**config.mk**
```make
export PLATFORM = sky130hd
export DESIGN_NAME = power_meter
export DESIGN_NICKNAME = d
export VERILOG_FILES = /design/src/rtl/power_pkg.sv /design/src/rtl/power_meter_rise_edge.sv /design/src/rtl/power_meter.sv
export SDC_FILE = /design/constraint.sdc
export NUM_CORES = 1
export LEC_CHECK = 0
export CORE_MARGIN = 5
export CORE_UTILIZATION = 30
export DETAILED_ROUTE_END_ITERATION = 7
export MAX_ROUTING_LAYER = met4
export SYNTH_ARGS = -nofsm -noshare
export SYNTH_HDL_FRONTEND = slang
export SYNTH_SLANG_ARGS = --single-unit
```
**constraint.sdc**
```tcl
create_clock -name clk -period 2 [get_ports clk]
set_input_delay 0.3 -clock clk [delete_from_list [all_inputs] [get_ports clk]]
set_output_delay 0.3 -clock clk [all_outputs]
set_load 0.05 [all_outputs]
```
**src/rtl/power_pkg.sv**
```systemverilog
// Shared definitions for the throw-power meter and the blocks around it
// (display and ball-physics logic use DEFAULT_LEVELS too).
//   state_t         : meter FSM state (ST_ADJUST, ST_LOCKED)
//   DEFAULT_LEVELS  : default number of power levels
//   lvl_width()     : bits needed to hold 0..n-1, never less than 1
package power_pkg;

  typedef enum logic {
    ST_ADJUST = 1'b0,
    ST_LOCKED = 1'b1
  } state_t;

  localparam int DEFAULT_LEVELS = 5;

  // Width of a counter/level that spans 0..n-1. Clamped to 1 so that
  // n==1 or n==2 still yield a legal vector width.
  function automatic int lvl_width(input int n);
    if (n <= 2) begin
      return 1;
    end
    return $clog2(n);
  endfunction

endpackage

```
**src/rtl/power_meter_rise_edge.sv**
```systemverilog
// rise_edge: registered rising-edge detector for one button.
//   clk   in  clock
//   reset in  synchronous, active-low reset
//   d     in  level-sensitive input
//   rise  out high while d is 1 now and was 0 at the previous posedge
// The history flop resets to 1, so a button already held when reset is
// released is not treated as a fresh press.
module rise_edge (
  input  logic clk,
  input  logic reset,
  input  logic d,
  output logic rise
);

  logic prev_q;
  logic prev_d;

  always_comb begin
    prev_d = d;
  end

  always_ff @(posedge clk) begin
    if (!reset) begin
      prev_q <= 1'b1;
    end else begin
      prev_q <= prev_d;
    end
  end

  assign rise = d & ~prev_q;

endmodule

```
**src/rtl/power_meter.sv**
```systemverilog
// power_meter: throw-power meter for the bowling game.
// Buttons step the level up/down with saturation; a throw press captures
// and freezes the level until clear is pressed.
// Optional auto-sweep (build with POWER_METER_SWEEP_EN defined): with
// mode=1 in ADJUST the level ping-pongs 0..LEVELS-1 every SWEEP_DIV cycles.
// Ports:
//   clk, reset (sync, active-low)
//   up, down, throw, clear, mode : debounced level inputs, acted on at rising edges
//   lvl        : current level
//   lvl_onehot : bit i = (lvl == i+1), zero at level 0
//   locked     : 1 while in LOCKED
//   throw_lvl  : level captured at last throw
//   throw_vld  : one-cycle pulse on capture
module power_meter
  import power_pkg::*;
#(
  parameter int LEVELS    = DEFAULT_LEVELS,
  parameter int LVL_W     = lvl_width(LEVELS),
  parameter int SWEEP_DIV = 4
) (
  input  logic             clk,
  input  logic             reset,
  input  logic             up,
  input  logic             down,
  input  logic             throw,
  input  logic             clear,
  input  logic             mode,
  output logic [LVL_W-1:0] lvl,
  output logic [LEVELS-2:0] lvl_onehot,
  output logic             locked,
  output logic [LVL_W-1:0] throw_lvl,
  output logic             throw_vld
);

  localparam logic [LVL_W-1:0] LVL_MAX = LVL_W'(LEVELS - 1);

  logic up_rise, down_rise, throw_rise, clear_rise;

  rise_edge u_up_edge    (.clk(clk), .reset(reset), .d(up),    .rise(up_rise));
  rise_edge u_down_edge  (.clk(clk), .reset(reset), .d(down),  .rise(down_rise));
  rise_edge u_throw_edge (.clk(clk), .reset(reset), .d(throw), .rise(throw_rise));
  rise_edge u_clear_edge (.clk(clk), .reset(reset), .d(clear), .rise(clear_rise));

  state_t           state_q, state_d;
  logic [LVL_W-1:0] lvl_q, lvl_d;
  logic [LVL_W-1:0] throw_lvl_q, throw_lvl_d;
  logic             throw_vld_q, throw_vld_d;

  // Manual stepping; equal-and-opposite edges cancel.
  logic [LVL_W-1:0] manual_lvl;
  always_comb begin
    manual_lvl = lvl_q;
    if (up_rise && !down_rise && lvl_q != LVL_MAX) begin
      manual_lvl = lvl_q + LVL_W'(1);
    end else if (down_rise && !up_rise && lvl_q != '0) begin
      manual_lvl = lvl_q - LVL_W'(1);
    end
  end

`ifdef POWER_METER_SWEEP_EN
  localparam int CNT_W = lvl_width(SWEEP_DIV);
  localparam logic [CNT_W-1:0] CNT_LAST = CNT_W'(SWEEP_DIV - 1);

  logic             mode_rise;
  logic [CNT_W-1:0] cnt_q, cnt_d;
  logic             dir_up_q, dir_up_d;
  logic [LVL_W-1:0] sweep_lvl;

  rise_edge u_mode_edge (.clk(clk), .reset(reset), .d(mode), .rise(mode_rise));

  // Sweep datapath, only advanced in ADJUST with mode high and no throw.
  always_comb begin
    cnt_d     = cnt_q;
    dir_up_d  = dir_up_q;
    sweep_lvl = lvl_q;
    if (state_q == ST_ADJUST && mode && !throw_rise) begin
      if (mode_rise) begin
        // Restart so the first step lands a full SWEEP_DIV cycles later.
        cnt_d    = '0;
        dir_up_d = 1'b1;
      end else if (cnt_q == CNT_LAST) begin
        cnt_d     = '0;
        sweep_lvl = dir_up_q ? lvl_q + LVL_W'(1) : lvl_q - LVL_W'(1);
        // Turn around on reaching either end.
        if (sweep_lvl == LVL_MAX) begin
          dir_up_d = 1'b0;
        end else if (sweep_lvl == '0) begin
          dir_up_d = 1'b1;
        end
      end else begin
        cnt_d = cnt_q + CNT_W'(1);
      end
    end
  end

  always_ff @(posedge clk) begin
    if (!reset) begin
      cnt_q    <= '0;
      dir_up_q <= 1'b1;
    end else begin
      cnt_q    <= cnt_d;
      dir_up_q <= dir_up_d;
    end
  end

  logic sweep_on;
  assign sweep_on = mode;
`else
  logic             sweep_on;
  logic [LVL_W-1:0] sweep_lvl;
  logic             unused_cfg;
  assign sweep_on   = 1'b0;
  assign sweep_lvl  = lvl_q;
  assign unused_cfg = mode ^ (SWEEP_DIV > 0);
`endif

  // State register
  always_ff @(posedge clk) begin
    if (!reset) begin
      state_q     <= ST_ADJUST;
      lvl_q       <= '0;
      throw_lvl_q <= '0;
      throw_vld_q <= 1'b0;
    end else begin
      state_q     <= state_d;
      lvl_q       <= lvl_d;
      throw_lvl_q <= throw_lvl_d;
      throw_vld_q <= throw_vld_d;
    end
  end

  // Next-state logic
  always_comb begin
    state_d = state_q;
    case (state_q)
      ST_ADJUST: if (throw_rise) state_d = ST_LOCKED;
      ST_LOCKED: if (clear_rise) state_d = ST_ADJUST;
      default:   state_d = ST_ADJUST;
    endcase
  end

  // Level and capture datapath; throw wins over any step in the same cycle.
  always_comb begin
    lvl_d       = lvl_q;
    throw_lvl_d = throw_lvl_q;
    throw_vld_d = 1'b0;
    if (state_q == ST_ADJUST) begin
      if (throw_rise) begin
        throw_lvl_d = lvl_q;
        throw_vld_d = 1'b1;
      end else if (sweep_on) begin
        lvl_d = sweep_lvl;
      end else begin
        lvl_d = manual_lvl;
      end
    end
  end

  // Output decode
  always_comb begin
    locked    = (state_q == ST_LOCKED);
    lvl       = lvl_q;
    throw_lvl = throw_lvl_q;
    throw_vld = throw_vld_q;
  end

  for (genvar gi = 0; gi < LEVELS - 1; gi++) begin : g_onehot
    assign lvl_onehot[gi] = (lvl_q == LVL_W'(gi + 1));
  end

endmodule
```
* Yosys cells after proc, flatten, opt, wreduce, memory -nomap -nowiden
Index checks and enable logic that the tools add are counted.
** Cells by class
- Add/sub/neg operators :: 2
- Multipliers :: 0
- Div/mod/pow operators :: 0
- Magnitude comparators :: 0
- Eq/ne operators :: 5
- Shifts and indexed selects :: 0
- Multiplexer cells :: 5
- Bitwise logic cells :: 11
- Reduce and logical (&&, ||, !) cells :: 11
** Operators with widths (number)
- $not A1 Y1 :: 7
- $eq A3 B2 Y1 const B :: 2
- $mux W3 :: 2
- $and A1 B1 Y1 :: 4
- $logic_and A1 B1 Y1 :: 4
- $add A3 B1 Y3 const B :: 1
- $eq A3 B1 Y1 const B :: 1
- $eq A3 B3 Y1 const B :: 1
- $ne A3 B3 Y1 const B :: 1
- $reduce_and A3 Y1 :: 1
- $reduce_bool A3 Y1 :: 1
- $sub A3 B1 Y3 const B :: 1
- $logic_not A1 Y1 :: 2
- $mux W1 :: 2
- $pmux W1 S2 :: 1
- $reduce_and A2 Y1 :: 1
- $reduce_bool A2 Y1 :: 1
- $reduce_or A2 Y1 :: 1
** Word-level totals
- Bits in registers :: 12
- Bits in latches :: 0
- Bits in writable memories :: 0
- Memory bits (read-only) :: 0
- Input port bits :: 7
- Output and inout bits :: 12
- Logic and storage cells :: 42
- Memories kept :: 0

* Longest topological paths before layout
- Depth after elaboration :: 7
- Gate-level depth with buffers :: 6
- Depth with buffers taken out :: 6

* Hierarchy
Synthesis repeated with hierarchy kept, for this count alone.
** Second synthesis, totals
- Cell total of the unflattened synthesis :: 67
- Area total of the unflattened synthesis :: 663.1 µm²
** Modules (own cells, without submodules)
- power_meter :: instances 1, cells each 55, area an instance 503.0 µm², sequential area each 160.2 µm²
- rise_edge :: instances 4, cells each 3, area an instance 40.0 µm², sequential area each 20.0 µm²

* Worst setup path after synthesis
OpenSTA, ideal clock, no wires.
- Path kind :: register to register
- Start point :: reg lvl_q[0] (netlist: lvl[0])
- End point :: reg lvl_q[0] (netlist: lvl[0])
- Setup time :: 72 ps
- Arrival time :: 2077 ps
- Data required time :: 1928 ps
- Path slack :: -149 ps
- Cell stages (with the launch flop) :: 7
- Buffers on the path :: 0
- Period minus slack after synthesis :: 2149 ps
- Path through :: dfxtp_1 -> inv_1 -> ha_1 -> and2_4 -> or3_4 -> a21oi_4 -> mux2i_1
** On the way
- Cells in the longest elaborated chain, start to end :: 4
- Elaborated cells between the ends (all ways) :: 10
- Those cells by class :: add/sub (2); eq/ne (1); mux (2); reduce/logical (5)
** Ends and longest elaborated chain
- from (decl) :: line power_meter.sv:45 : logic [LVL_W-1:0] lvl_q, lvl_d;
- from (signal assigned) :: line power_meter.sv:126 : lvl_q <= lvl_d;
- parallel branches: the longest is 4 deep, another holds $sub A3 B1 Y3
Several ways; the timed one is not identified. The select of a mux whose other input is x is not followed.
A chain may end at the register's enable or synchronous reset.

* Worst setup path in the final report
- Start point :: reg lvl_q[2] (netlist: lvl[2])
- End point :: out lvl[2]
** RTL lines
- to (decl) :: line power_meter.sv:28 : output logic [LVL_W-1:0] lvl,
No word-level cell between the ends.

==> results_dict.tcl <==
set metrics [dict create \
    status "finished, final reports clean" \
    hold_buffers 0 \
    wl_per_cell_microns 10.1 \
    yosys.area.top_type_share_pct 39.4 \
    synth-seq-cells 12 \
    grt_pass1_wl_mm 1.90 \
    hold_depth 2 \
    cts_setup_buffers 0 \
    synth-xor-area-share_pct 0 \
    dpl-instance-area_sq_um 810 \
    cts_sinks 12 \
    setup_viol 0 \
    critPathBufInv 1 \
    fin_crit_sh_pct 94.0 \
    cts_buffers 3 \
    synth_area_leaders "dfxtp_1 (39%), ha_1 (12%), mux2i_1 (8.2%)" \
    p_int_uw 375 \
    drtPass1Iterations 3 \
    clkLatencyLatePin_ps 260 \
    post_synth_instance_area_sq_um 609 \
    io_pins 19 \
    htreeDepth 1 \
    vias 476 \
    hold_path.class "flip-flop to flip-flop" \
    power_density_mw_per_mm2 636 \
    routed_wl_mm 1.09 \
    area_growth_pct 36.6 \
    via_per_inst 4.41 \
    drc 0 \
    grt_max_degree 11 \
    slew_violations 0 \
    dpl.hpwl_microns 880 \
    nets 96 \
    core-area_sq_mm 0.00194 \
    swShare_pct 29.2 \
    max_cap_violations 0 \
    grt_use_total_pct 9.12 \
    clk_pin_slew_ps 70 \
    portBuffers 17 \
    synth_cells 61 \
    p_seq_share_pct 49.2 \
    cts_tree "yes" \
    critPathTopFamily "buffers and inverters" \
    slowest_stage "clkdlybuf4s50_1" \
    tightest_slew_ps 501 \
    clk_path_buf_depth 2 \
    start_kind "flip-flop" \
    crit_cells 1 \
    hold_viol_final 0 \
    n_antenna_cell 0 \
    synth_warnings 0 \
    crit_type "flip-flop to primary output" \
    drtIter0Drc 3 \
    gp_congestion 0.765 \
    syn_avg_cell_area_sq_um 9.99 \
    root_buffer "clkbuf_4" \
    drive_gt1_share_pct 16.0 \
    dp_cells 105 \
    grt_pass1_vias 469 \
    cp_cell_sequence "clkdlybuf4s50_1" \
    initial_core_util_pct 31.4 \
    period_needed_ps 1880 \
    yosysTopAreaCell "dfxtp_1" \
    synth_top_family_by_area "simple AND/OR/NAND/NOR gates" \
    required_ps 1700 \
    instances_no_fill 108 \
    critical_path.max_fanout 8 \
    synthMuxAreaShare_pct 8.21 \
    cpPeakStageDelay_ps 860 \
    die_x_microns 55.1 \
    drtAntennaViolNets 0 \
    total_power_uw 530 \
    net-switching-power_uw 154 \
    fin_area_sq_um 832 \
    rr_worst_depth 6 \
    slew_headroom_pct 66.5 \
    synth_compound_area_share_pct 10.1 \
    finalSetupTns_ps 0 \
    grt_setup_unrepaired "no" \
    yosysSeqAreaShare_pct 39.4 \
    die_h_microns 55.1 \
    end_kind "primary output" \
    final.setup_skew_ps 2.66 \
    synth_fa_ha_area_share_pct 12.3 \
    cts-resized-gates 0 \
    synthSimpleGateAreaFrac_pct 27.5 \
    power_frac_comb_pct 25.0 \
    grt_antenna_before_repair 0 \
    overflow 0 \
    synth_cell_type_count 25 \
    p_clk_share_pct 25.8 \
    cp.arrival_ps 1580 \
    rows 16 \
    fmax_mhz 532 \
    peakVddDrop_mv 0.413 \
    r2r_setup_slack_ps 280 \
    die_area_sq_mm 0.00303 \
    fin_util_pct 42.8 \
    p_leak_nw 0.333 \
    syn_nets 74 \
]
per-layer routing:
layer | wire length [microns] | vias up | global-route usage (%)
met1 | 512 | 216 | 10.4
met5 | 0 | - | -
met3 | 69 | 2 | 2.14
met4 | 12 | 0 | 6.07
li1 | - | 247 | -
met2 | 496 | 11 | 14.2
Yosys cell counts:
cell type  number
dfxtp_1        12
nand2b_1        8
ha_1            6
mux2i_1         5
nand2_1         4
nor2b_1         4
inv_1           3
and2b_1         2
a21boi_1        1
a21o_1          1
a21oi_1         1
a21oi_4         1
and2_1          1
and2_4          1
and3_1          1
clkbuf_1        1
nand3_1         1
nand3b_1        1
nand4_1         1
nor2_1          1
o211ai_1        1
o2bb2ai_1       1
o41ai_1         1
or3_4           1
or4_1           1
layout by cell type (no fill, tap or decap), types with 2 or more instances in the layout:
cell type / instances
clkdlybuf4s50_1: 13
dfxtp_1: 10
nand2b_1: 8
ha_1: 6
mux2i_1: 5
buf_4: 5
nand2_1: 4
nor2b_1: 4
inv_1: 3
clkbuf_4: 3
and2b_1: 2
dfxtp_2: 2
area by class of cell:
| type | count | area (sq um) |
|---|---|---|
| clock buffer | 3 | 22.5 |
| sequential | 12 | 243 |
| inverter | 3 | 11.3 |
| fill | 213 | 1110 |
| tap | 27 | 33.8 |
| timing repair buffer | 18 | 168 |
| multi-input combinational | 45 | 354 |
registers in the layout, indices dropped and copies added (netlist names):
name                 flops
lvl                      3
throw_lvl                3
u_up_edge.prev_q         1
u_down_edge.prev_q       1
throw_vld                1
locked                   1
u_throw_edge.prev_q      1
u_clear_edge.prev_q      1
power groups by stage:
stage / Clock (mW) / Sequential, mW / Combinational (mW)
floorplan: 0 / 0.287 / 0.0690
detailed placement: 0 / 0.266 / 0.134
finish: 0.137 / 0.260 / 0.132
global placement: 0 / 0.266 / 0.134
global route: 0.151 / 0.263 / 0.145
CTS: 0.142 / 0.261 / 0.134
cell families (layout without fill, tap and decap cells):
family                     Yosys count  in the layout
adders and majority gates            6              6
DFF                                 12             12
AOI/OAI and AO/OA                    7              7
and+or+nand+nor                     27             27
buffers and inverters                4             24
muxes                                5              5
path summary, 6_finish.rpt:
| check | startpoint | to |
|---|---|---|
| max | lvl[2]$_SDFFE_PN0P_ | lvl[2] |
| min | lvl[1]$_SDFFE_PN0P_ | lvl[1]$_SDFFE_PN0P_ |
| max reg2reg | lvl[0]$_SDFFE_PN0P_ | lvl[1]$_SDFFE_PN0P_ |
| min reg2reg | lvl[1]$_SDFFE_PN0P_ | lvl[1]$_SDFFE_PN0P_ |
through the flow:
step                worst slack, ps  hold slack, ps
floorplan                      79.0             373
global placement                241             494
detailed placement              210             499
CTS                             104             509
global route                   29.1             529
finish                          120             503
worst min-delay path, delay by kind of cell, from the launching register on:
kind,cells,cell delay [ps]
flops,1,350
mux,1,60
simple gates,1,60
Note: power is estimated with default switching activity, not from simulation.
